[config.mk]
export PLATFORM = sky130hd
export DESIGN_NAME = kb_scan_decoder
export DESIGN_NICKNAME = d
export VERILOG_FILES = /design/src/rtl/kb_pkg.sv /design/src/rtl/kb_timeout_cnt.sv /design/src/rtl/kb_scan_decoder.sv
export SDC_FILE = /design/constraint.sdc
export NUM_CORES = 1
export LEC_CHECK = 0
export BUFFER_PORTS_ARGS = -buffer_cell sky130_fd_sc_hd__clkbuf_2
export CAP_MARGIN = 0
export CORE_UTILIZATION = 40
export DETAILED_ROUTE_END_ITERATION = 10
export SKIP_LAST_GASP = 1
export SYNTH_ARGS = -nofsm -noshare
export SYNTH_HDL_FRONTEND = slang
export SYNTH_HIERARCHICAL = 1
export SYNTH_SLANG_ARGS = --single-unit
[constraint.sdc]
create_clock -name clk -period 1.96 [get_ports clk]
set_input_delay 0.294 -clock clk [delete_from_list [all_inputs] [get_ports clk]]
set_output_delay 0.294 -clock clk [all_outputs]
set_load 0.01 [all_outputs]
[src/rtl/kb_pkg.sv]
// Shared types and constants for the PS/2 scan-code decoder.
package kb_pkg;

    localparam logic [7:0] KB_EXT = 8'hE0;
    localparam logic [7:0] KB_BRK = 8'hF0;

    typedef enum logic [1:0] {
        IDLE     = 2'd0,
        GOT_E0   = 2'd1,
        GOT_F0   = 2'd2,
        GOT_E0F0 = 2'd3
    } kb_state_e;

    typedef struct packed {
        logic [7:0] code;
        logic       ext;
        logic       brk;
    } key_event_t;

endpackage

[src/rtl/kb_timeout_cnt.sv]
// Timeout counter for partial prefix sequences: load-zero, enable, expiry flag.
module kb_timeout_cnt #(
    parameter int unsigned TIMEOUT_CYCLES = 1_000_000
) (
    input  logic clk,
    input  logic reset_n,
    input  logic load_zero,
    input  logic en,
    output logic expire_c
);

    localparam int unsigned CNT_W = $clog2(TIMEOUT_CYCLES + 1);
    localparam logic [CNT_W-1:0] LAST = CNT_W'(TIMEOUT_CYCLES - 1);

    logic [CNT_W-1:0] cnt_q, cnt_d;

    assign expire_c = en && (cnt_q == LAST);

    always_comb begin
        cnt_d = cnt_q;
        if (load_zero || expire_c) begin
            cnt_d = '0;
        end else if (en) begin
            cnt_d = cnt_q + CNT_W'(1);
        end
    end

    always_ff @(posedge clk or negedge reset_n) begin
        if (!reset_n) begin
            cnt_q <= '0;
        end else begin
            cnt_q <= cnt_d;
        end
    end

endmodule

[src/rtl/kb_scan_decoder.sv]
// Collapses PS/2 E0/F0 prefix sequences into key events and drives a
// two-deep code history onto the seven-segment multiplexer inputs.
module kb_scan_decoder
    import kb_pkg::*;
#(
    parameter int unsigned TIMEOUT_CYCLES = 1_000_000
) (
    input  logic       clk,
    input  logic       reset_n,
    input  logic       rx_done_tick,
    input  logic [7:0] rx_data,
    input  logic       clear,
    output logic       key_tick,
    output logic [7:0] key_code,
    output logic       key_ext,
    output logic       key_brk,
    output logic       err_tick,
    output logic [3:0] hex3,
    output logic [3:0] hex2,
    output logic [3:0] hex1,
    output logic [3:0] hex0,
    output logic [3:0] dp_out
);

    kb_state_e  state_q, state_d;
    key_event_t latest_q, latest_d;
    key_event_t prev_q, prev_d;
    logic       key_tick_q, key_tick_d;
    logic       err_tick_q, err_tick_d;
    logic [3:0] dp_q, dp_d;

    logic       expire_c;
    logic       emit_c;
    logic       ev_ext_c;
    logic       ev_brk_c;
    logic       is_ext_c;
    logic       is_brk_c;

    kb_timeout_cnt #(
        .TIMEOUT_CYCLES(TIMEOUT_CYCLES)
    ) u_timeout (
        .clk      (clk),
        .reset_n  (reset_n),
        .load_zero(clear || rx_done_tick || (state_q == IDLE)),
        .en       (state_q != IDLE),
        .expire_c (expire_c)
    );

    assign is_ext_c = (rx_data == KB_EXT);
    assign is_brk_c = (rx_data == KB_BRK);

    // Next-state, event and history update.
    always_comb begin
        state_d    = state_q;
        latest_d   = latest_q;
        prev_d     = prev_q;
        key_tick_d = 1'b0;
        err_tick_d = 1'b0;
        dp_d       = dp_q;
        emit_c     = 1'b0;
        ev_ext_c   = 1'b0;
        ev_brk_c   = 1'b0;

        if (clear) begin
            state_d  = IDLE;
            latest_d = '0;
            prev_d   = '0;
            dp_d     = 4'b1111;
        end else if (rx_done_tick) begin
            unique case (state_q)
                IDLE: begin
                    if (is_ext_c) begin
                        state_d = GOT_E0;
                    end else if (is_brk_c) begin
                        state_d = GOT_F0;
                    end else begin
                        emit_c = 1'b1;
                    end
                end
                GOT_E0: begin
                    if (is_brk_c) begin
                        state_d = GOT_E0F0;
                    end else if (!is_ext_c) begin
                        emit_c   = 1'b1;
                        ev_ext_c = 1'b1;
                        state_d  = IDLE;
                    end
                end
                GOT_F0: begin
                    if (is_ext_c) begin
                        err_tick_d = 1'b1;
                        state_d    = GOT_E0;
                    end else if (!is_brk_c) begin
                        emit_c   = 1'b1;
                        ev_brk_c = 1'b1;
                        state_d  = IDLE;
                    end
                end
                GOT_E0F0: begin
                    if (is_ext_c) begin
                        err_tick_d = 1'b1;
                        state_d    = GOT_E0;
                    end else if (!is_brk_c) begin
                        emit_c   = 1'b1;
                        ev_ext_c = 1'b1;
                        ev_brk_c = 1'b1;
                        state_d  = IDLE;
                    end
                end
                default: state_d = IDLE;
            endcase
        end else if (expire_c) begin
            state_d    = IDLE;
            err_tick_d = 1'b1;
        end

        if (emit_c) begin
            prev_d     = latest_q;
            latest_d   = key_event_t'{code: rx_data, ext: ev_ext_c, brk: ev_brk_c};
            key_tick_d = 1'b1;
            dp_d       = ~{latest_q.ext, latest_q.brk, ev_ext_c, ev_brk_c};
        end
    end

    always_ff @(posedge clk or negedge reset_n) begin
        if (!reset_n) begin
            state_q    <= IDLE;
            latest_q   <= '0;
            prev_q     <= '0;
            key_tick_q <= 1'b0;
            err_tick_q <= 1'b0;
            dp_q       <= 4'b1111;
        end else begin
            state_q    <= state_d;
            latest_q   <= latest_d;
            prev_q     <= prev_d;
            key_tick_q <= key_tick_d;
            err_tick_q <= err_tick_d;
            dp_q       <= dp_d;
        end
    end

    assign key_tick = key_tick_q;
    assign err_tick = err_tick_q;
    assign key_code = latest_q.code;
    assign key_ext  = latest_q.ext;
    assign key_brk  = latest_q.brk;
    assign hex3     = prev_q.code[7:4];
    assign hex2     = prev_q.code[3:0];
    assign hex1     = latest_q.code[7:4];
    assign hex0     = latest_q.code[3:0];
    assign dp_out   = dp_q;

endmodule
==> metrics.yaml, run 1 <==
grt_max_degree: 47
cp_max_fo: 10
num_rows: 27
arrival_ns: 2.07
die_w_um: 77.9
synth_top_area_cell: "dfrtp_1"
yosys-top-cells-area: "dfrtp_1 (46%), mux2i_1 (6.1%), nand2_1 (5.2%)"
grt_pass1_wl_mm: 7.88
place_inst: 333
r2r_cells: 5
fmax_mhz: 544
die_area_um2: 6070
ys_types: 45
root_buffer: "clkbuf_8"
max_cap_violations: 0
synthCells: 226
dp_hpwl_mm: 3.29
synth_edf_count: 0
timing.setup.tns_ns: 0
synth_common_cells: "dfrtp_1 (42), nand2_1 (32), nor2_1 (23)"
die_h_um: 77.9
cp-start-kind: "flop"
core-area_um2: 5540
fin_area_um2: 2680
grt_setup_unrepaired: "false"
status: "completed"
ctsHoldBuffers: 0
ir_worst_vdd_mv: 0.335
grt_overflow: 0
clk_pin_slew_worst_paths_ns: 0.09
antenna_found_initial: 0
setup_ws_ns: 0.121
critPathBufInv: 0
post_cts_buffers: 0
min_period_ns: 1.84
timing.rr.end: "u_timeout/cnt_q[17]$_DFFE_PN0P_"
power_density_nw_per_um2: 637
worstHoldPathType: "input port to async pin"
p_leak_nw: 1.21
cts.sinks: 46
ys_seq_area_share_pct: 50.1
fin_crit_sh_pct: 93.8
drt_first_pass_iters: 4
gp_congestion: 0.795
setup_viol: 0
synthArstFlopShare_pct: 100
max_stage_delay_ns: 0.54
holdWs_ns: 0.0610
critical-path-top-delay-family: "simple AND/OR/NAND/NOR gates"
rrSetupSlack_ns: 0.12
crit_type: "flop to flop"
io_buffers: 43
place_area_um2: 2580
crit_path_end_kind: "flop"
grt_pass1_vias: 1635
avgSynthCellArea_um2: 10.2
vias_per_cell: 5.09
clock_path_buffers: 2
clk_latency_ns: 0.30
num_antenna_cells: 0
synth_nets: 239
finClkSkew_ns: 0.00587
slowest_stage: "or3_2"
drt_iter0_drc: 73
ant_nets: 0
slew_headroom_pct: 61.1
route.final.wire_length_mm: 4.60
grt_use_total_pct: 16.6
rr_startpoint: "state_q[0]$_DFFE_PN0P_"
cts_tree: "yes"
htree_levels: 2
power.total_mw: 1.70
ys_warn_count: 6
tightest_slew_ns: 0.583
synth.cell_area_um2: 2310
hold_viol_final: 0
synth_ff_type: "dfrtp_1"
synth.most_common_cell: "dfrtp_1"
final_nets: 281
wire_per_inst_um: 13.5
cts_resized: 0
areaGrowthSynthToFinish_pct: 16.0
cp_cell_sequence: "or2_2, nand4_4, or3_2, or3_1, a21oi_1"
via_count: 1737
cp.required_ns: 2.19
pre_cts_ws_ns: 0.130
synth_top_cell_area_share_pct: 45.6
remaining_drc_errors: 0
layout.cells.non_filler: 341
cts_buffers: 5
postLayoutCoreUtil_pct: 48.3
slew_violations: 0
synth-seq-cells: 46
drive_gt1_share_pct: 27.9
start_util_pct: 41.6
ios: 44
[layout make-up]
class / instances / area, µm²
fill: 528 / 2870
sequential: 46 / 1160
multi-input combinational: 157 / 1020
timing repair buffer: 53 / 303
tap: 72 / 90.1
clock buffer: 5 / 68.8
clock inverter: 3 / 21.3
inverter: 5 / 18.8
[state kept, by name, summed over array words and instances, names as in the netlist]
register	cells
u_timeout/cnt_q	20
key_code	8
dp_out	4
hex2	4
hex3	4
state_q	2
err_tick	1
key_brk	1
key_ext	1
key_tick	1
[worst register-to-register path: cells and delay by family, from the launching register on]
kind / cells / cell delay (ns)
and+or+nand+nor: 4 / 1.25
AOI/OAI and AO/OA: 1 / 0.14
DFF: 1 / 0.39
[cell usage in the layout (no fill, tap or decap), types with 2 or more instances in the layout]
cell type	Yosys	final
clkbuf_2	0	43
dfrtp_1	42	42
nand2_1	32	32
nor2_1	23	23
mux2i_1	14	14
nand4_1	10	10
buf_4	10	9
xnor2_1	9	9
a21oi_1	7	7
xor2_1	7	7
inv_1	5	5
nand3_1	5	5
nor2b_1	5	5
clkbuf_8	0	5
nor4_1	5	5
o21ai_0	4	4
dfstp_2	4	4
o2111ai_1	3	3
and4_1	3	3
a21bo_1	2	2
o22ai_1	2	2
o31a_1	2	2
or3_1	2	2
nor3_1	2	2
[worst max path at each step]
stage                                            to  cells past startpoint                   start  slack [ns]
floorplan           u_timeout/cnt_q[19]$_DFFE_PN0P_                      6  state_q[0]$_DFFE_PN0P_        0.12
detailed placement  u_timeout/cnt_q[19]$_DFFE_PN0P_                      5  state_q[0]$_DFFE_PN0P_        0.13
finish              u_timeout/cnt_q[17]$_DFFE_PN0P_                      5  state_q[0]$_DFFE_PN0P_        0.12
global placement    u_timeout/cnt_q[17]$_DFFE_PN0P_                      5  state_q[0]$_DFFE_PN0P_        0.16
global route        u_timeout/cnt_q[19]$_DFFE_PN0P_                      5  state_q[0]$_DFFE_PN0P_        0.03
CTS                 u_timeout/cnt_q[17]$_DFFE_PN0P_                      5  state_q[0]$_DFFE_PN0P_        0.13
[power breakdown]
part	switching, mW	total (mW)	internal [mW]	leakage [nW]
Sequential	0.0108	0.976	0.965	0.620
Combinational	0.0911	0.145	0.0535	0.546
Clock	0.332	0.583	0.251	0.0441
Total	0.434	1.70	1.27	1.21
[cells by family (layout without fill, tap and decap cells)]
family	after synthesis	after routing	share of synthesized area, %
adders and majority gates	1	1	0.543
buffers and inverters	23	66	5.75
DFF	46	46	50.1
AOI/OAI and AO/OA	25	25	7.71
muxes	14	14	6.08
xor gates and xnor gates	16	16	6.08
and+or+nand+nor	101	101	23.7
[per-layer routing]
metal / vias up / GRT usage (%) / share of wire (%)
met1: 810 / 22.1 / 48
met5: - / 0 / 0
met2: 49 / 27.0 / 47
li1: 873 / - / -
met4: 0 / 5.00 / 1.1
met3: 5 / 3.88 / 4.6
Power figures use the tool's default switching activity.
==> inputs of run 2 (changes only) <==
--- a/config.mk
+++ b/config.mk
@@ -5,6 +5,7 @@
 export SDC_FILE = /design/constraint.sdc
 export NUM_CORES = 1
 export LEC_CHECK = 0
+export ABC_CLOCK_PERIOD_IN_PS = 2400
 export BUFFER_PORTS_ARGS = -buffer_cell sky130_fd_sc_hd__clkbuf_2
 export CAP_MARGIN = 0
 export CORE_UTILIZATION = 40
==> constraint.sdc (replaced) <==
create_clock -name clk -period 2.4 [get_ports clk]
set_input_delay 0.36 -clock clk [delete_from_list [all_inputs] [get_ports clk]]
set_output_delay 0.36 -clock clk [all_outputs]
set_load 0.01 [all_outputs]
==> run 2 against run 1 <==
Against the previous run:
- fmax is 5.4% lower
- sequential power is 18% lower
- core utilization is 0.56 points lower
- worst hold slack better by 0.093 ns
- largest power group unchanged
- wire length is 3.4% higher
- final cell count is 0.88% lower
- critical path depth stayed put
- largest cell class unchanged
==> metrics.yaml, run 2 (synthesized netlist as in run 1, its figures left out) <==
remaining_drc_errors: 0  # unchanged
die_w_um: 77.9  # unchanged
seqCellArea_um2: 1160  # unchanged
use_met3_pct: 3.41  # -0.47 points
setup_viol: 0  # unchanged
power.net_switching_mw: 0.364  # -16%
ir_worst_vdd_mv: 0.435  # +30%
place_inst: 330  # -0.90%
clock_path_buffers: 2  # unchanged
power_frac_comb_pct: 8.3  # -0.2 points
cts_tree: "yes"
busiest_layer: "met2"
power.total_mw: 1.41  # -17%
antenna_found_initial: 0  # unchanged
p_leak_nw: 1.19  # -1.6%
tightest_slew_ns: 0.854  # +0.271 ns
vias_per_cell: 5.16  # +1.2%
ant_nets: 0  # unchanged
clk_pin_slew_worst_paths_ns: 0.09  # about the same
grt_max_degree: 36  # -23%
cp_cell_sequence: "or2_2, nand4_4, or4_4, or3_1, a21oi_1"
grt_overflow: 0  # unchanged
die_h_um: 77.9  # unchanged
max_cap_violations: 0  # unchanged
crit_path_end_kind: "flop"
worstHoldPathType: "input port to async pin"
grt_util_met2_pct: 27.1  # +0.088 points
cp-start-kind: "flop"
crit_type: "flop to flop"
cts_buffers: 5  # unchanged
setup_ws_ns: 0.456  # +0.335 ns
cts.sinks: 46  # unchanged
grt_use_total_pct: 17.2  # +0.59 points
timing.setup.tns_ns: 0  # unchanged
drive_gt1_share_pct: 27.1  # -0.81 points
fin_crit_sh_pct: 81.0  # -13 points
final_common_cell: "clkbuf_2"
post_cts_buffers: 0  # unchanged
start_util_pct: 41.6  # unchanged
grt_pass1_vias: 1735  # +6.1%
route.final.wire_length_mm: 4.75  # +3.4%
root_buffer: "clkbuf_8"
drt_iter0_drc: 101  # +38%
clk_latency_ns: 0.30  # about the same
top_register: "u_timeout/cnt_q"
io_buffers: 43  # unchanged
slew_violations: 0  # unchanged
grt_pass1_wl_mm: 8.29  # +5.2%
die_area_um2: 6070  # unchanged
core-area_um2: 5540  # unchanged
areaGrowthSynthToFinish_pct: 14.7
place_area_um2: 2550  # -1.4%
min_period_ns: 1.94  # +0.105 ns
via_count: 1743  # +0.35%
layout.cells.non_filler: 338  # -0.88%
gp_congestion: 0.792  # -0.31%
ios: 44  # unchanged
cp_max_fo: 10  # unchanged
num_antenna_cells: 0  # unchanged
arrival_ns: 2.17  # +0.10 ns
power_density_nw_per_um2: 532  # -16%
met1_usage_pct: 23.9  # +1.8 points
slowest_stage: "or4_4"
max_stage_delay_ns: 0.59  # +0.05 ns
cp.required_ns: 2.62  # +0.43 ns
largest_reg_flops: 20  # unchanged
critPathBufInv: 0  # unchanged
final_cell_mix: "clkbuf_2 (43), dfrtp_1 (42), nand2_1 (32)"
holdWs_ns: 0.154  # +0.0927 ns
status: "completed"
finClkSkew_ns: 0.00921  # +0.00334 ns
cts_resized: 0  # unchanged
fin_area_um2: 2640  # -1.2%
num_rows: 27  # unchanged
wire_per_inst_um: 14.1  # +4.4%
final_nets: 278  # -1.1%
htree_levels: 2  # unchanged
clkPwrFrac_pct: 35.0  # +0.8 points
fmax_mhz: 514  # -5.4%
fillers: 542  # +2.7%
slew_headroom_pct: 43.1  # -18 points
intPower_mw: 1.04  # -18%
ctsHoldBuffers: 0  # unchanged
multiInputGateArea_um2: 1020  # unchanged
critical-path-top-delay-family: "simple AND/OR/NAND/NOR gates"
drt_first_pass_iters: 4  # unchanged
seqPwrFrac_pct: 56.7  # -0.6 points
sw_frac_of_total_pct: 25.9  # +0.40 points
grt_setup_unrepaired: "false"
pre_cts_ws_ns: 0.464  # +0.334 ns
hold_viol_final: 0  # unchanged
postLayoutCoreUtil_pct: 47.7  # -0.56 points
dp_hpwl_mm: 3.40  # +3.2%
[run 2: cell count changes in the layout (fill, tap and decap cells not counted), sizes merged]
| cell | change |
|---|---|
| buf | -3 |
| clkinv | -1 |
| inv | +1 |
[run 2: worst register-to-register path, stage by stage, from the launching register on]
cell     delay [ns]
dfrtp_1        0.39
or2_2          0.25
nand4_4        0.19
or4_4          0.59
or3_1          0.32
a21oi_1        0.14
[run 2: worst paths after layout]
path / from / cells past startpoint / slack (ns) / end
worst max register to register: state_q[0]$_DFFE_PN0P_ / 5 / 0.46 / u_timeout/cnt_q[19]$_DFFE_PN0P_
worst min-delay path: reset_n / 1 / 0.15 / key_code[7]$_DFFE_PN0P_
max in group asynchronous: reset_n / 2 / 1.62 / u_timeout/cnt_q[14]$_DFFE_PN0P_
worst min register to register: dp_out[2]$_DFFE_PN1P_ / 2 / 0.52 / dp_out[2]$_DFFE_PN1P_
min in group clk: rx_data[6] / 3 / 0.30 / key_code[6]$_DFFE_PN0P_
worst max-delay path: state_q[0]$_DFFE_PN0P_ / 5 / 0.46 / u_timeout/cnt_q[19]$_DFFE_PN0P_
[run 2: layout make-up]
cell class | count | share of cell area [%]
Clock buffer | 5 | 2.60
Multi-Input combinational cell | 157 | 38.5
Inverter | 5 | 0.710
Clock inverter | 3 | 0.947
Sequential cell | 46 | 43.7
Timing Repair Buffer | 50 | 10.1
Tap cell | 72 | 3.41
[run 2: power groups by stage]
stage	Combinational (mW)	Clock, mW	Sequential, mW
3_5_place_dp	0.119	0	0.813
3_3_place_gp	0.118	0	0.812
4_1_cts	0.119	0.510	0.798
6_report	0.117	0.492	0.797
2_1_floorplan	0.0611	0	0.819
5_1_grt	0.130	0.546	0.800
[run 2: per-layer routing]
layer	up-vias	wire [µm]	part of all wire [%]
li1	866	-	-
met1	828	2420	51
met2	43	2130	45
met3	6	151	3.2
met4	0	55	1.2
met5	-	0	0
==> inputs of run 3 (changes only) <==
--- a/config.mk
+++ b/config.mk
@@ -5,7 +5,7 @@
 export SDC_FILE = /design/constraint.sdc
 export NUM_CORES = 1
 export LEC_CHECK = 0
-export ABC_CLOCK_PERIOD_IN_PS = 2400
+export ABC_CLOCK_PERIOD_IN_PS = 1800
 export BUFFER_PORTS_ARGS = -buffer_cell sky130_fd_sc_hd__clkbuf_2
 export CAP_MARGIN = 0
 export CORE_UTILIZATION = 40
==> constraint.sdc (replaced) <==
create_clock -name clk -period 1.8 [get_ports clk]
set_input_delay 0.27 -clock clk [delete_from_list [all_inputs] [get_ports clk]]
set_output_delay 0.27 -clock clk [all_outputs]
set_load 0.01 [all_outputs]
==> run 3 against run 2 <==
Against the previous run:
- worst hold slack improved by 0.079 ns
- sequential share of layout area fell by 2.2 points
- die area did not move
- via count rose by 3.4%
- count of clock-buffer cells in the layout rose by 1
- critical path type unchanged
==> metrics.yaml, run 3 (synthesized netlist as in run 1, its figures left out) <==
max_stage_delay_ns: 0.52  # -0.07 ns
final_common_cell: "clkbuf_2"
dp_hpwl_mm: 3.56  # +4.8%
remaining_drc_errors: 0  # unchanged
p_leak_nw: 1.26  # +6.0%
via_count: 1803  # +3.4%
cp_max_fo: 5  # -5
setup_ws_ns: 0.0898  # -0.366 ns
core-area_um2: 5540  # unchanged
grt_use_total_pct: 17.4  # +0.22 points
gp_congestion: 0.810  # +2.2%
vias_per_cell: 5.14  # -0.39%
cts_buffers: 5  # unchanged
crit_path_end_kind: "flop"
cp_cell_sequence: "or2_4, nand4_4, or4_4, or3_4, a21oi_2"
areaGrowthSynthToFinish_pct: 21.0
route.final.wire_length_mm: 4.90  # +3.1%
final_cell_mix: "clkbuf_2 (43), dfrtp_1 (40), nand2_1 (32)"
pre_cts_ws_ns: 0.0370  # -0.427 ns
fmax_mhz: 585  # +14%
htree_levels: 2  # unchanged
wire_per_inst_um: 14.0  # -0.69%
power_density_nw_per_um2: 712  # +34%
postLayoutCoreUtil_pct: 50.4  # +2.6 points
min_period_ns: 1.71  # -0.234 ns
cp.required_ns: 2.03  # -0.59 ns
start_util_pct: 41.6  # unchanged
setup_viol: 0  # unchanged
grt_pass1_vias: 1725  # -0.58%
slowest_stage: "or4_4"
io_buffers: 43  # unchanged
die_h_um: 77.9  # unchanged
slew_headroom_pct: 64.8  # +22 points
grt_setup_unrepaired: "false"
root_buffer: "clkbuf_8"
finClkSkew_ns: 0.00560  # -0.00361 ns
fillers: 506  # -6.6%
cts.sinks: 46  # unchanged
slew_violations: 0  # unchanged
num_antenna_cells: 0  # unchanged
clk_latency_ns: 0.29  # about the same
ios: 44  # unchanged
num_rows: 27  # unchanged
grt_overflow: 0  # unchanged
cts_tree: "yes"
fin_crit_sh_pct: 95.0  # +14 points
largest_reg_flops: 20  # unchanged
cp-start-kind: "flop"
final_nets: 291  # +4.7%
clock_path_buffers: 2  # unchanged
worstHoldPathType: "input port to flop"
drive_gt1_share_pct: 31.2  # +4.1 points
ant_nets: 0  # unchanged
grt_pass1_wl_mm: 8.27  # -0.16%
top_register: "u_timeout/cnt_q"
die_w_um: 77.9  # unchanged
drt_iter0_drc: 91  # -9.9%
max_cap_violations: 0  # unchanged
clk_pin_slew_worst_paths_ns: 0.08  # about the same
crit_type: "flop to flop"
status: "completed"
ir_worst_vdd_mv: 0.511  # +17%
drt_first_pass_iters: 4  # unchanged
antenna_found_initial: 0  # unchanged
arrival_ns: 1.94  # -0.23 ns
tightest_slew_ns: 0.528  # -0.326 ns
grt_max_degree: 28  # -22%
hold_viol_final: 0  # unchanged
die_area_um2: 6070  # unchanged
run 3: repair_timing:
action	CTS	global route
resized for setup	0	5
hold buffers	1	0
setup endpoints to repair	0	3
endpoints found under the hold margin	19	0
setup buffers	0	4
run 3: path summary, 6_finish.rpt:
| check | from | end | slack (ns) | depth (start not counted) |
|---|---|---|---|---|
| max in group asynchronous | reset_n | dp_out[1]$_DFFE_PN1P_ | 0.72 | 3 |
| hold reg to reg | dp_out[2]$_DFFE_PN1P_ | dp_out[2]$_DFFE_PN1P_ | 0.52 | 2 |
| hold / removal | rx_data[7] | key_code[7]$_DFFE_PN0P_ | 0.23 | 3 |
| setup reg to reg | state_q[1]$_DFFE_PN0P_ | u_timeout/cnt_q[19]$_DFFE_PN0P_ | 0.09 | 5 |
| setup / recovery | state_q[1]$_DFFE_PN0P_ | u_timeout/cnt_q[19]$_DFFE_PN0P_ | 0.09 | 5 |
| min in group asynchronous | reset_n | key_code[7]$_DFFE_PN0P_ | 0.48 | 2 |
run 3: stage by stage:
| stage | area (µm²) | std cells | TNS, ns | power, mW | hold WS [ns] |
|---|---|---|---|---|---|
| floorplan | 2310 | 226 | -0.0217 | 1.17 | -0.0256 |
| global placement | 2630 | 338 | 0 | 1.24 | 0.272 |
| global route | 2790 | 351 | 0 | 2.09 | 0.242 |
| CTS | 2750 | 347 | 0 | 2.02 | 0.227 |
| detailed placement | 2630 | 338 | 0 | 1.25 | 0.270 |
| finish | 2790 | 351 | 0 | 1.99 | 0.233 |
run 3: final cells by class:
cell class	count	area (µm²)	area share (%)
clock buffers	6	72.6	2.60
clock inverters	2	37.5	1.35
inverters	5	18.8	0.673
multi-input cells	157	1030	37.0
flip-flops and latches	46	1160	41.5
well taps	72	90.1	3.23
repair buffers	63	380	13.6
run 3: metal layers:
metal | up-vias | GRT usage, % | wire length, µm
met5 | - | 0 | 0
met4 | 0 | 8.70 | 87
met3 | 11 | 2.94 | 228
met2 | 58 | 27.3 | 2280
met1 | 844 | 23.4 | 2310
li1 | 890 | - | -
run 3: report_power, final:
| part | internal (mW) | switching (mW) | total [mW] |
|---|---|---|---|
| Clock | 0.414 | 0.347 | 0.762 |
| Sequential | 1.05 | 0.0124 | 1.06 |
| Combinational | 0.0626 | 0.0995 | 0.162 |
run 3: critical path, delay by kind of cell, from the launching register on:
family	cells	cell delay, ns
AO/OA/AOI/OAI	1	0.13
flip-flops	1	0.38
AND/OR/NAND/NOR	4	1.14
